<file path="src/rtl/kianv_mem_responder.sv">
// kianv_mem_responder: target end of the CPU memory bus.
// Accepts one valid/ready request at a time. It decodes the physical address to the RAM or IO
// target port, waits for that target's handshake and returns a one-cycle mem_ready pulse with
// registered read data. An address outside both regions completes with access_fault.
// Optional feature: define BUS_TIMEOUT_EN to bound the target wait to TIMEOUT_CYCLES cycles.
// All outputs are registered. Reset is synchronous and active low (resetn).

module kianv_mem_responder #(
    parameter logic [31:0] RAM_BASE       = 32'h8000_0000,
    parameter int unsigned RAM_SIZE_LOG2  = 24,
    parameter logic [31:0] IO_BASE        = 32'h1000_0000,
    parameter int unsigned IO_SIZE_LOG2   = 24,
    parameter int unsigned TIMEOUT_CYCLES = 1024
) (
    input  logic        clk,
    input  logic        resetn,
    // initiator side
    input  logic        mem_valid,
    output logic        mem_ready,
    input  logic [3:0]  mem_wstrb,
    input  logic [33:0] mem_addr,
    input  logic [31:0] mem_wdata,
    output logic [31:0] mem_rdata,
    output logic        access_fault,
    // target side
    output logic        ram_valid,
    input  logic        ram_ready,
    input  logic [31:0] ram_rdata,
    output logic        io_valid,
    input  logic        io_ready,
    input  logic [31:0] io_rdata,
    output logic [31:0] tgt_addr,
    output logic [3:0]  tgt_wstrb,
    output logic [31:0] tgt_wdata
);

    typedef enum logic [1:0] {
        ST_IDLE   = 2'd0,
        ST_DECODE = 2'd1,
        ST_WAIT   = 2'd2,
        ST_RESP   = 2'd3
    } state_t;

    state_t      state_q, state_d;
    logic [33:0] addr_q, addr_d;
    logic        mem_ready_q, mem_ready_d;
    logic        access_fault_q, access_fault_d;
    logic [31:0] mem_rdata_q, mem_rdata_d;
    logic        ram_valid_q, ram_valid_d;
    logic        io_valid_q, io_valid_d;
    logic [31:0] tgt_addr_q, tgt_addr_d;
    logic [3:0]  tgt_wstrb_q, tgt_wstrb_d;
    logic [31:0] tgt_wdata_q, tgt_wdata_d;

    // Region decode on the registered address; the offset subtraction is only used on a hit,
    // where it reduces to the low SIZE_LOG2 bits of the address.
    logic        ram_hit_s;
    logic        io_hit_s;
    logic [31:0] ram_off_s;
    logic [31:0] io_off_s;
    logic        tgt_ready_s;
    logic [31:0] tgt_rdata_s;
    logic        is_write_s;

`ifdef BUS_TIMEOUT_EN
    localparam int unsigned    CNT_W    = $clog2(TIMEOUT_CYCLES + 1);
    // Value held during the last allowed WAIT cycle; a miss there expires the request.
    localparam logic [CNT_W-1:0] CNT_LAST = CNT_W'(TIMEOUT_CYCLES - 1);

    logic [CNT_W-1:0] cnt_q, cnt_d;
`else
    // TIMEOUT_CYCLES has no effect without BUS_TIMEOUT_EN; WAIT lasts until the target answers.
    if (TIMEOUT_CYCLES == 0) begin : g_timeout_disabled
    end
`endif

    // Address decode and target handshake selection.
    always_comb begin
        ram_hit_s   = (addr_q[33:32] == 2'b00) &&
                      ((addr_q[31:0] >> RAM_SIZE_LOG2) == (RAM_BASE >> RAM_SIZE_LOG2));
        io_hit_s    = (addr_q[33:32] == 2'b00) &&
                      ((addr_q[31:0] >> IO_SIZE_LOG2) == (IO_BASE >> IO_SIZE_LOG2));
        ram_off_s   = addr_q[31:0] - RAM_BASE;
        io_off_s    = addr_q[31:0] - IO_BASE;
        tgt_ready_s = (ram_valid_q & ram_ready) | (io_valid_q & io_ready);
        if (ram_valid_q) begin
            tgt_rdata_s = ram_rdata;
        end else begin
            tgt_rdata_s = io_rdata;
        end
        is_write_s  = (tgt_wstrb_q != 4'b0000);
    end

    // Next-state and registered-output logic of the request FSM.
    always_comb begin
        state_d        = state_q;
        addr_d         = addr_q;
        mem_ready_d    = 1'b0;
        access_fault_d = 1'b0;
        mem_rdata_d    = mem_rdata_q;
        ram_valid_d    = ram_valid_q;
        io_valid_d     = io_valid_q;
        tgt_addr_d     = tgt_addr_q;
        tgt_wstrb_d    = tgt_wstrb_q;
        tgt_wdata_d    = tgt_wdata_q;
`ifdef BUS_TIMEOUT_EN
        cnt_d          = cnt_q;
`endif

        case (state_q)
            ST_IDLE: begin
                if (mem_valid) begin
                    addr_d      = mem_addr;
                    tgt_wstrb_d = mem_wstrb;
                    tgt_wdata_d = mem_wdata;
                    state_d     = ST_DECODE;
                end else begin
                    state_d     = ST_IDLE;
                end
            end

            ST_DECODE: begin
`ifdef BUS_TIMEOUT_EN
                cnt_d = '0;
`endif
                // RAM is checked first so it wins if the regions overlap.
                if (ram_hit_s) begin
                    ram_valid_d = 1'b1;
                    tgt_addr_d  = ram_off_s & 32'hFFFF_FFFC;
                    state_d     = ST_WAIT;
                end else if (io_hit_s) begin
                    io_valid_d  = 1'b1;
                    tgt_addr_d  = io_off_s & 32'hFFFF_FFFC;
                    state_d     = ST_WAIT;
                end else begin
                    mem_ready_d    = 1'b1;
                    access_fault_d = 1'b1;
                    mem_rdata_d    = 32'h0000_0000;
                    state_d        = ST_RESP;
                end
            end

            ST_WAIT: begin
                if (tgt_ready_s) begin
                    ram_valid_d = 1'b0;
                    io_valid_d  = 1'b0;
                    mem_ready_d = 1'b1;
                    if (is_write_s) begin
                        mem_rdata_d = 32'h0000_0000;
                    end else begin
                        mem_rdata_d = tgt_rdata_s;
                    end
                    state_d = ST_RESP;
`ifdef BUS_TIMEOUT_EN
                end else if (cnt_q == CNT_LAST) begin
                    ram_valid_d    = 1'b0;
                    io_valid_d     = 1'b0;
                    mem_ready_d    = 1'b1;
                    access_fault_d = 1'b1;
                    mem_rdata_d    = 32'h0000_0000;
                    state_d        = ST_RESP;
                end else begin
                    cnt_d   = cnt_q + CNT_W'(1);
                    state_d = ST_WAIT;
                end
`else
                end else begin
                    state_d = ST_WAIT;
                end
`endif
            end

            ST_RESP: begin
                state_d = ST_IDLE;
            end

            default: begin
                ram_valid_d = 1'b0;
                io_valid_d  = 1'b0;
                state_d     = ST_IDLE;
            end
        endcase
    end

    // State and output registers with synchronous active-low reset.
    always_ff @(posedge clk) begin
        if (!resetn) begin
            state_q        <= ST_IDLE;
            addr_q         <= 34'h0_0000_0000;
            mem_ready_q    <= 1'b0;
            access_fault_q <= 1'b0;
            mem_rdata_q    <= 32'h0000_0000;
            ram_valid_q    <= 1'b0;
            io_valid_q     <= 1'b0;
            tgt_addr_q     <= 32'h0000_0000;
            tgt_wstrb_q    <= 4'b0000;
            tgt_wdata_q    <= 32'h0000_0000;
`ifdef BUS_TIMEOUT_EN
            cnt_q          <= '0;
`endif
        end else begin
            state_q        <= state_d;
            addr_q         <= addr_d;
            mem_ready_q    <= mem_ready_d;
            access_fault_q <= access_fault_d;
            mem_rdata_q    <= mem_rdata_d;
            ram_valid_q    <= ram_valid_d;
            io_valid_q     <= io_valid_d;
            tgt_addr_q     <= tgt_addr_d;
            tgt_wstrb_q    <= tgt_wstrb_d;
            tgt_wdata_q    <= tgt_wdata_d;
`ifdef BUS_TIMEOUT_EN
            cnt_q          <= cnt_d;
`endif
        end
    end

    assign mem_ready    = mem_ready_q;
    assign access_fault = access_fault_q;
    assign mem_rdata    = mem_rdata_q;
    assign ram_valid    = ram_valid_q;
    assign io_valid     = io_valid_q;
    assign tgt_addr     = tgt_addr_q;
    assign tgt_wstrb    = tgt_wstrb_q;
    assign tgt_wdata    = tgt_wdata_q;

endmodule

</file>
<file path="config.mk">
export PLATFORM = sky130hd
export DESIGN_NAME = kianv_mem_responder
export DESIGN_NICKNAME = d
export VERILOG_FILES = /design/src/rtl/kianv_mem_responder.sv
export SDC_FILE = /design/constraint.sdc
export NUM_CORES = 1
export LEC_CHECK = 0
export BUFFER_PORTS_ARGS = -buffer_cell sky130_fd_sc_hd__buf_2
export CELL_PAD_IN_SITES_DETAIL_PLACEMENT = 1
export CELL_PAD_IN_SITES_GLOBAL_PLACEMENT = 1
export CORE_ASPECT_RATIO = 0.8
export CORE_MARGIN = 1
export CORE_UTILIZATION = 34
export DETAILED_ROUTE_END_ITERATION = 7
export PLACE_DENSITY_LB_ADDON = 0.1
export SYNTH_ARGS = -nofsm -noshare
export SYNTH_HDL_FRONTEND = slang
export SYNTH_SLANG_ARGS = --single-unit
</file>
<file path="constraint.sdc">
create_clock -name clk -period 2.2 [get_ports clk]
set_input_delay 0 -clock clk [delete_from_list [all_inputs] [get_ports clk]]
set_output_delay 0 -clock clk [all_outputs]
set_load 0.01 [all_outputs]
</file>
* Word-level counts from Yosys, hierarchy flattened *
Cells that the tools add are included.

word-level totals
  register bits = 140
  input bits = 139
  output and inout bits = 104
  word-level logic and storage cells = 61

cells by class
  $add $sub $neg = 2
  equal/unequal tests = 10
  muxes and demuxes = 23
  bitwise gates (word level) = 3
  reductions and logical operators = 13

operators with widths
  kind                                                                   number
  32-bit 2-to-1 mux                                                      7
  32-bit case mux with 2 select lines                                    1
  32-bit by 29-bit subtractor with 32-bit output, second input constant  1
  32-bit subtractor, second input constant                               1
  1-bit 2-to-1 mux                                                       11
  2-bit inequality test, second input constant                           5
  8-bit by 5-bit == test with 1-bit output, second input constant        1
  8-bit == test, second input constant                                   1
  2-bit case mux with 4 select lines                                     1
  4-bit AND reduction                                                    2
  1-bit case mux with 2 select lines                                     3
  2-bit AND reduction                                                    3
  2-bit == test, second input constant                                   2
  2-bit zero test                                                        2
  2-bit nonzero test                                                     2
  4-bit nonzero test                                                     1
  3-bit AND reduction                                                    1
  1-bit bitwise AND                                                      2
  2-bit by 1-bit == test with 1-bit output, second input constant        1
  1-bit logical AND                                                      2
  1-bit bitwise OR                                                       1

* Longest topological paths before layout *
Gate-level depths: netlist (run 1).

  word-level depth = 5
  gate-level depth with buffers = 8
  gate-level depth less buffers = 6

* Worst setup path before layout (run 1) *
Ideal clock, no wire load.

  kind = flip-flop to flip-flop
  start = register addr_q[28]
  end = register tgt_addr_q[10] (netlist: tgt_addr[10])
  setup time = 70 ps
  arrival = 1521 ps
  data required time = 2130 ps
  slack = 609 ps
  stages on the path, launching flop included = 9
  path buffers = 2
  period minus slack after synthesis = 1591 ps
  cell sequence = dfxtp_1 inv_1 ha_1 mux2i_1 nand4b_2 buf_2 buf_2 nand2_1 a21oi_1

on the way
  word-level cells in the longest chain between the ends = 4
  elaborated cells on any way between the ends = 7
  those cells by class = eq/ne: 2; mux: 1; reduce/logical: 4

ends and longest elaborated chain
  element                                                                           line    source
  start, declared                                                                   45      logic [33:0] addr_q, addr_d;
  start signal, assigned                                                            203     addr_q <= addr_d;
  8-bit == test / 8-bit by 5-bit == test with 1-bit output (equally long branches)  80, 82
  1-bit logical AND, on equally long branches                                       79, 81
  2-bit nonzero test (no line)                                                      n/a
  2-bit AND reduction (no line)                                                     n/a
  end signal, assigned                                                              209     tgt_addr_q <= tgt_addr_d;
  end, declared                                                                     51      logic [31:0] tgt_addr_q, tgt_addr_d;

Several ways; a longest one is shown, not always the timed one.
A chain may end at the register's enable or synchronous reset.

* Final worst setup path (run 1) *
  start = register addr_q[28]
  end = register mem_rdata_q[24] (netlist: mem_rdata[24])

on the way
  word-level cells in the longest chain between the ends = 4
  elaborated cells on any way between the ends = 7
  those cells by class = eq/ne: 4; reduce/logical: 3

ends and longest elaborated chain
  element                                                                           line    source
  8-bit by 5-bit == test with 1-bit output / 8-bit == test (equally long branches)  82, 80
  1-bit logical AND, on equally long branches                                       81, 79
  2-bit inequality test (no line)                                                   n/a
  4-bit AND reduction (no line) *                                                   n/a
  end signal, assigned                                                              206     mem_rdata_q <= mem_rdata_d;
  end, declared                                                                     48      logic [31:0] mem_rdata_q, mem_rdata_d;

Every way passes the cells marked *; elsewhere a longest branch is shown, timed or not.

==> results.toml, run 1 <==
[status]
run_status = "complete, no violations"

[floorplanning]
initial_util_pct = 34.9
row_count = 41
die_y_extent_um = 116
die-width_um = 144
core_region_area_um2 = 15800
die-area_um2 = 16700
design.portCount = 243

[setup_path]
timing.critical_path.fanout_max = 32
critical_path.max_stage_delay_ns = 0.37
rrSetupSlack_ns = 0.21
criticalPathCategory = "reg2reg"
nature_of_the_critical_path_endpoint = "register"
worst_path_dominant_cell_family = "buffers and inverters"
path_cells = "inv_1 -> ha_1 -> mux2i_1 -> nand4b_2 -> o211ai_4 -> buf_12 -> mux2i_1"
r2r-start = "addr_q[28]"
critPathBufInv = 2
cp_common_cell = "sky130_fd_sc_hd__mux2i_1"
startpoint = "addr_q[28]"
worst_ep_required_time_ns = 2.53
critical_path.startpoint_type = "register"
critPathSlowestCell = "sky130_fd_sc_hd__nand4b_2"
cp.arrival_ns = 2.32

[synthesis]
postSynth.asyncResetShare_pct = 0
synth_top_cells_by_area = "sky130_fd_sc_hd__dfxtp_1, sky130_fd_sc_hd__nand2_1, sky130_fd_sc_hd__a21oi_1, sky130_fd_sc_hd__mux2_2, sky130_fd_sc_hd__mux2i_1"
synth.yosys.warnings = 0
synth.lib_cells_used.distinct = 36
most_common_cell_in_the_netlist = "sky130_fd_sc_hd__nand2_1"
synth_top_area_share_pct = 49.4
syn_area_um2 = 5510
synth_top_area_cell = "sky130_fd_sc_hd__dfxtp_1"
ys.flop_type = "sky130_fd_sc_hd__dfxtp_1"
synth.top_cells.by_count = "sky130_fd_sc_hd__nand2_1, sky130_fd_sc_hd__dfxtp_1, sky130_fd_sc_hd__a21oi_1"
synth_sequential_area_ratio_pct = 49.4
synth_cells = 645
postSynthAreaPerCell_um2 = 8.54
ys_seq_elements = 136
number_of_flops_mapped_to_enable_cells_by_yosys = 0

[clock_network]
htreeDepth = 4
clock_tree.buffer_depth = 2
cts_inserted_buffers = 17
postCtsHoldBufs = 109
post_cts_resized = 0
clk_root_buffer_cell = "sky130_fd_sc_hd__clkbuf_16"
clock_latency_ns = 0.41
tritoncts_clock_tree = "built"
cts.sink_count = 136
cts_setup_buffers = 0
clkSlewWorstSetupHoldPaths_ns = 0.06

[cells_and_area]
design.final.nets = 1119
multiInputGateArea_um2 = 2490
seqCellArea_um2 = 2720
area_growth_syn_to_layout_pct = 55.5
finalNonFillerCells = 1202
fillers = 1948
layout-drive-gt1-share_pct = 32.5

[timing]
clock_skew_ns = 0.00806
timing.fmax_ghz = 0.502
slew_headroom_pct = 59.9
layout_min_cycle_time_ns = 1.99
timing_worst_slew_pin_value_ns = 0.602
finalHoldViolations = 0
timing.final.setup_violations = 0
timing_max_transition_violations_final = 0
grt_setup_unrepaired = "no"
setup_total_negative_slack_ns = 0
layout_worst_path_cycle_share_pct = 90.5

[route]
wirelength_um = 18200
drt-initial-drc-count = 153
route.vias.total = 5620
drt.antenna.violating_nets = 0
avgViaCountPerCell = 4.68
drc = 0
wire_per_inst_um = 15.2
drt_first_pass_iters = 4

[placed_design]
post_detail_place_hpwl_um = 11500
numPlacedInstances = 1060
gp_congestion = 0.710
port_buffers = 238

[power_and_ir_drop]
internal_dissipation_w = 0.00550
power_frac_seq_pct = 36.3
power.density_cell_area_nw_per_um2 = 914
total_leakage_power_nw = 3.89
power_frac_clock_pct = 39.0
swShare_pct = 29.7
combPwrFrac_pct = 24.7
power.ir.vdd_worst_mv = 0.640
p_sw_w = 0.00232

[global_route]
via_count_of_the_first_global_routing_pass = 5815
grt_first_pass_wirelength_um = 27900
grt-ovfl-total = 0
number_of_antenna_violations_at_the_first_check_in_global_routing = 1
pin_count_of_the_biggest_net_entering_global_routing = 95
grt_use_total_pct = 21.7

[worst_hold_path]
hold_path.startpoint = "io_rdata[14]"
timing.hold.worst.class = "in2reg"

[flow_run]
max_cap_violations = 0
==> worst min-delay path, stage by stage <==
cell                      delay (ns)
sky130_fd_sc_hd__buf_2          0.07
sky130_fd_sc_hd__mux2_2         0.13
sky130_fd_sc_hd__nand2_1        0.05
sky130_fd_sc_hd__mux2i_1        0.11
==> worst paths after layout <==
check	endpoint	cells after the start
worst max-delay path	mem_rdata[24]	7
worst min-delay path	mem_rdata[14]	4
worst max register to register	mem_rdata[24]	7
worst min register to register	tgt_addr[14]	2
==> cell type report <==
| class | count | area share [%] |
|---|---|---|
| multi-input cells | 455 | 29.1 |
| clock buffers | 19 | 5.17 |
| repair buffers | 356 | 28.2 |
| inverters | 7 | 0.307 |
| flip-flops and latches | 136 | 31.8 |
| well taps | 215 | 3.14 |
| clock inverters | 13 | 2.26 |
| diodes | 1 | 0.0292 |
==> power groups by stage <==
stage / logic (W) / registers, W / clock network [W]
after CTS: 0.00194 / 0.00284 / 0.00312
after global placement: 0.00171 / 0.00288 / 0
after global routing: 0.00211 / 0.00287 / 0.00323
after detailed placement: 0.00177 / 0.00289 / 0
final: 0.00193 / 0.00284 / 0.00305
after floorplan: 0.00119 / 0.00294 / 0
==> stage by stage <==
stage	area [µm²]	hold WS, ns	setup WS [ns]	total power [W]	utilization (%)
2_1_floorplan	5510	0.136	0.609	0.00413	-
3_3_place_gp	6830	0.240	0.372	0.00459	43.2
3_5_place_dp	6830	0.248	0.251	0.00467	43.2
4_1_cts	8560	0.000983	0.192	0.00790	54.2
5_1_grt	8560	0.000181	0.0590	0.00822	54.2
6_report	8560	0.00270	0.209	0.00782	54.2
==> cell usage in the layout (no fill, tap or decap), types with 2 or more instances in the layout <==
cell,n
sky130_fd_sc_hd__clkinv_4,3
sky130_fd_sc_hd__buf_12,5
sky130_fd_sc_hd__mux2i_1,33
sky130_fd_sc_hd__clkinvlp_4,4
sky130_fd_sc_hd__nand4_1,2
sky130_fd_sc_hd__nand2_1,251
sky130_fd_sc_hd__ha_1,7
sky130_fd_sc_hd__conb_1,2
sky130_fd_sc_hd__inv_6,2
sky130_fd_sc_hd__dfxtp_1,136
sky130_fd_sc_hd__buf_2,238
sky130_fd_sc_hd__nand3_1,3
sky130_fd_sc_hd__a31oi_1,2
sky130_fd_sc_hd__o21ai_0,4
sky130_fd_sc_hd__inv_1,6
sky130_fd_sc_hd__mux2_2,32
sky130_fd_sc_hd__buf_4,4
sky130_fd_sc_hd__a21oi_1,94
sky130_fd_sc_hd__dlygate4sd3_1,109
sky130_fd_sc_hd__and3_1,4
sky130_fd_sc_hd__o211ai_1,2
sky130_fd_sc_hd__nand3b_1,2
sky130_fd_sc_hd__bufinv_16,4
sky130_fd_sc_hd__clkbuf_16,17
==> flip-flops by register name, indices dropped and copies added (netlist names) <==
signal        count
mem_rdata        32
ram_valid         1
addr_q           32
state_q           2
tgt_wdata        32
mem_ready         1
access_fault      1
io_valid          1
tgt_wstrb         4
tgt_addr         30
==> logic make-up (layout without fill, tap and decap cells) <==
group,after synthesis,after routing,synth area share [%]
compound gates,106,106,10.3
xor+xnor,1,1,0.159
fa+ha+maj,7,7,1.59
buf+inv,55,395,5.41
flops,136,136,49.4
mux,65,65,12.5
other cells,1,3,0.0681
simple gates,274,274,20.5
==> layer usage <==
layer / vias up / share of wire, % / track usage (%)
li1: 2768 / - / -
met1: 2669 / 42 / 24.0
met2: 145 / 51 / 39.5
met3: 38 / 4.6 / 5.17
met4: 0 / 2.5 / 9.75
met5: - / 0 / 0
Power figures use the tool's default switching activity.
==> run 2: changes to the inputs <==
--- a/config.mk
+++ b/config.mk
@@ -11,5 +11,5 @@
 export CORE_ASPECT_RATIO = 0.8
 export CORE_MARGIN = 1
-export CORE_UTILIZATION = 34
+export CORE_UTILIZATION = 36
 export DETAILED_ROUTE_END_ITERATION = 7
 export PLACE_DENSITY_LB_ADDON = 0.1
==> constraint.sdc (replaced) <==
create_clock -name clk -period 2.3 [get_ports clk]
set_input_delay 0.115 -clock clk [delete_from_list [all_inputs] [get_ports clk]]
set_output_delay 0.115 -clock clk [all_outputs]
set_load 0.01 [all_outputs]
==> run 2 against run 1 <==
Effect of this change:
- maximum frequency is 1.1% higher
- utilization is 0.34 points higher
- cell count is 5.4% lower
- first-iteration DRC count is 5.2% higher
- critical endpoint is now mem_rdata[22]
- critical path type unchanged
- sequential power is 4% lower
- clock skew is 0.0027 ns higher
==> results.toml, run 2 (same netlist as run 1, synthesis figures left out) <==
[route]
route.vias.total = 5454
drt-initial-drc-count = 161
avgViaCountPerCell = 4.80
drc = 0
wirelength_um = 17400
wire_per_inst_um = 15.3
drt_first_pass_iters = 4
drt.antenna.violating_nets = 0

[global_route]
pin_count_of_the_biggest_net_entering_global_routing = 95
number_of_antenna_violations_at_the_first_check_in_global_routing = 0
grt-ovfl-total = 0
grt_first_pass_wirelength_um = 28000
grt_use_total_pct = 22.5
via_count_of_the_first_global_routing_pass = 5695

[cells_and_area]
layout-drive-gt1-share_pct = 34.2
area_growth_syn_to_layout_pct = 48.2
insertedDiodeCount = 0
fillers = 1810
design.final.nets = 1081
utilization_pct = 54.5
mostFrequentLayoutCell = "sky130_fd_sc_hd__nand2_1"
layout.cells.most_common_list = "sky130_fd_sc_hd__nand2_1, sky130_fd_sc_hd__buf_2, sky130_fd_sc_hd__dfxtp_1"

[status]
run_status = "complete, no violations"

[setup_path]
criticalPathCategory = "reg2reg"
worst_ep_required_time_ns = 2.63
timing.critical_path.fanout_max = 20
nature_of_the_critical_path_endpoint = "register"
critical_path.startpoint_type = "register"
worstRegToRegCells = 7
cp.arrival_ns = 2.30

[timing]
worst_hold_margin_ns = 0.0713
grt_setup_unrepaired = "no"
timing_max_transition_violations_final = 0
timing_worst_slew_pin_value_ns = 0.652
clock_skew_ns = 0.0108
layout_min_cycle_time_ns = 1.97
finalHoldViolations = 0
timing.final.setup_violations = 0
setup_total_negative_slack_ns = 0
slew_headroom_pct = 56.4
layout_worst_path_cycle_share_pct = 85.6
timing.fmax_ghz = 0.508

[placed_design]
gp_congestion = 0.726
post_detail_place_hpwl_um = 11300
port_buffers = 238

[floorplanning]
row_count = 40
core_region_area_um2 = 15000
die_y_extent_um = 113
die-area_um2 = 15800
initial_util_pct = 36.8
die-width_um = 140
design.portCount = 243

[worst_hold_path]
min_path_cells = 3
timing.hold.worst.class = "in2reg"

[power_and_ir_drop]
power_frac_seq_pct = 35.5
internal_dissipation_w = 0.00550
total_leakage_power_nw = 3.77
combPwrFrac_pct = 22.9
swShare_pct = 28.3
power.density_cell_area_nw_per_um2 = 939
p_sw_w = 0.00217
power.ir.vdd_worst_mv = 0.654
power_frac_clock_pct = 41.6

[clock_network]
cts_inserted_buffers = 17
clkSlewWorstSetupHoldPaths_ns = 0.06
clk_root_buffer_cell = "sky130_fd_sc_hd__clkbuf_16"
clock_latency_ns = 0.42
tritoncts_clock_tree = "built"
htreeDepth = 4
cts.sink_count = 136
clock_tree.buffer_depth = 2

[flow_run]
max_cap_violations = 0
[run 2: what timing repair did]
| action | CTS | global route |
|---|---|---|
| setup endpoints to repair | 0 | 0 |
| endpoints found under the hold margin | 68 | 0 |
| buffers inserted | 0 | 0 |
| hold buffers | 68 | 0 |
| resized for setup | 0 | 0 |
[run 2: cell type report]
| type | count | area, µm² | area share (%) |
|---|---|---|---|
| clock inverter | 11 | 215 | 2.64 |
| sequential | 136 | 2720 | 33.4 |
| multi-input combinational | 455 | 2490 | 30.6 |
| inverter | 7 | 26.3 | 0.322 |
| clock buffer | 21 | 480 | 5.89 |
| timing repair buffer | 318 | 1990 | 24.3 |
| tap | 189 | 236 | 2.90 |
[run 2: per-layer routing]
metal | track usage, % | vias up | routed length, µm
li1 | - | 2691 | -
met4 | 8.57 | 0 | 299
met5 | 0 | - | 0
met1 | 26.0 | 2592 | 7580
met2 | 40.3 | 143 | 8710
met3 | 5.33 | 28 | 785
[run 2: worst paths after layout]
check	to	slack (ns)	from
worst max-delay path	mem_rdata[22]	0.33	addr_q[28]
worst min-delay path	state_q[0]	0.07	mem_valid
worst max register to register	mem_rdata[22]	0.33	addr_q[28]
worst min register to register	tgt_addr[10]	0.45	tgt_addr[10]
[run 2: critical path: stages, from the launching register on]
cell                       delay, ns
sky130_fd_sc_hd__dfxtp_1        0.33
sky130_fd_sc_hd__inv_1          0.12
sky130_fd_sc_hd__ha_1           0.21
sky130_fd_sc_hd__mux2i_1        0.11
sky130_fd_sc_hd__nand4b_2       0.26
sky130_fd_sc_hd__o211ai_4       0.32
sky130_fd_sc_hd__buf_12         0.27
sky130_fd_sc_hd__mux2i_1        0.24
[run 2: power by group through the flow]
stage | clock (W) | combinational (W) | sequential, W
global route | 0.00335 | 0.00193 | 0.00275
detailed placement | 0 | 0.00166 | 0.00277
CTS | 0.00324 | 0.00177 | 0.00272
floorplan | 0 | 0.00114 | 0.00282
global placement | 0 | 0.00161 | 0.00275
finish | 0.00319 | 0.00175 | 0.00272
[run 2: metrics by stage]
| step | setup slack (ns) | instance area (µm²) | instances | total power (W) |
|---|---|---|---|---|
| final | 0.330 | 8160 | 1137 | 0.00766 |
| after global routing | 0.155 | 8160 | 1137 | 0.00803 |
| after CTS | 0.311 | 8160 | 1137 | 0.00773 |
| after detailed placement | 0.346 | 6790 | 1037 | 0.00443 |
| after global placement | 0.468 | 6790 | 1037 | 0.00436 |
| after floorplan | 0.709 | 5510 | 646 | 0.00395 |
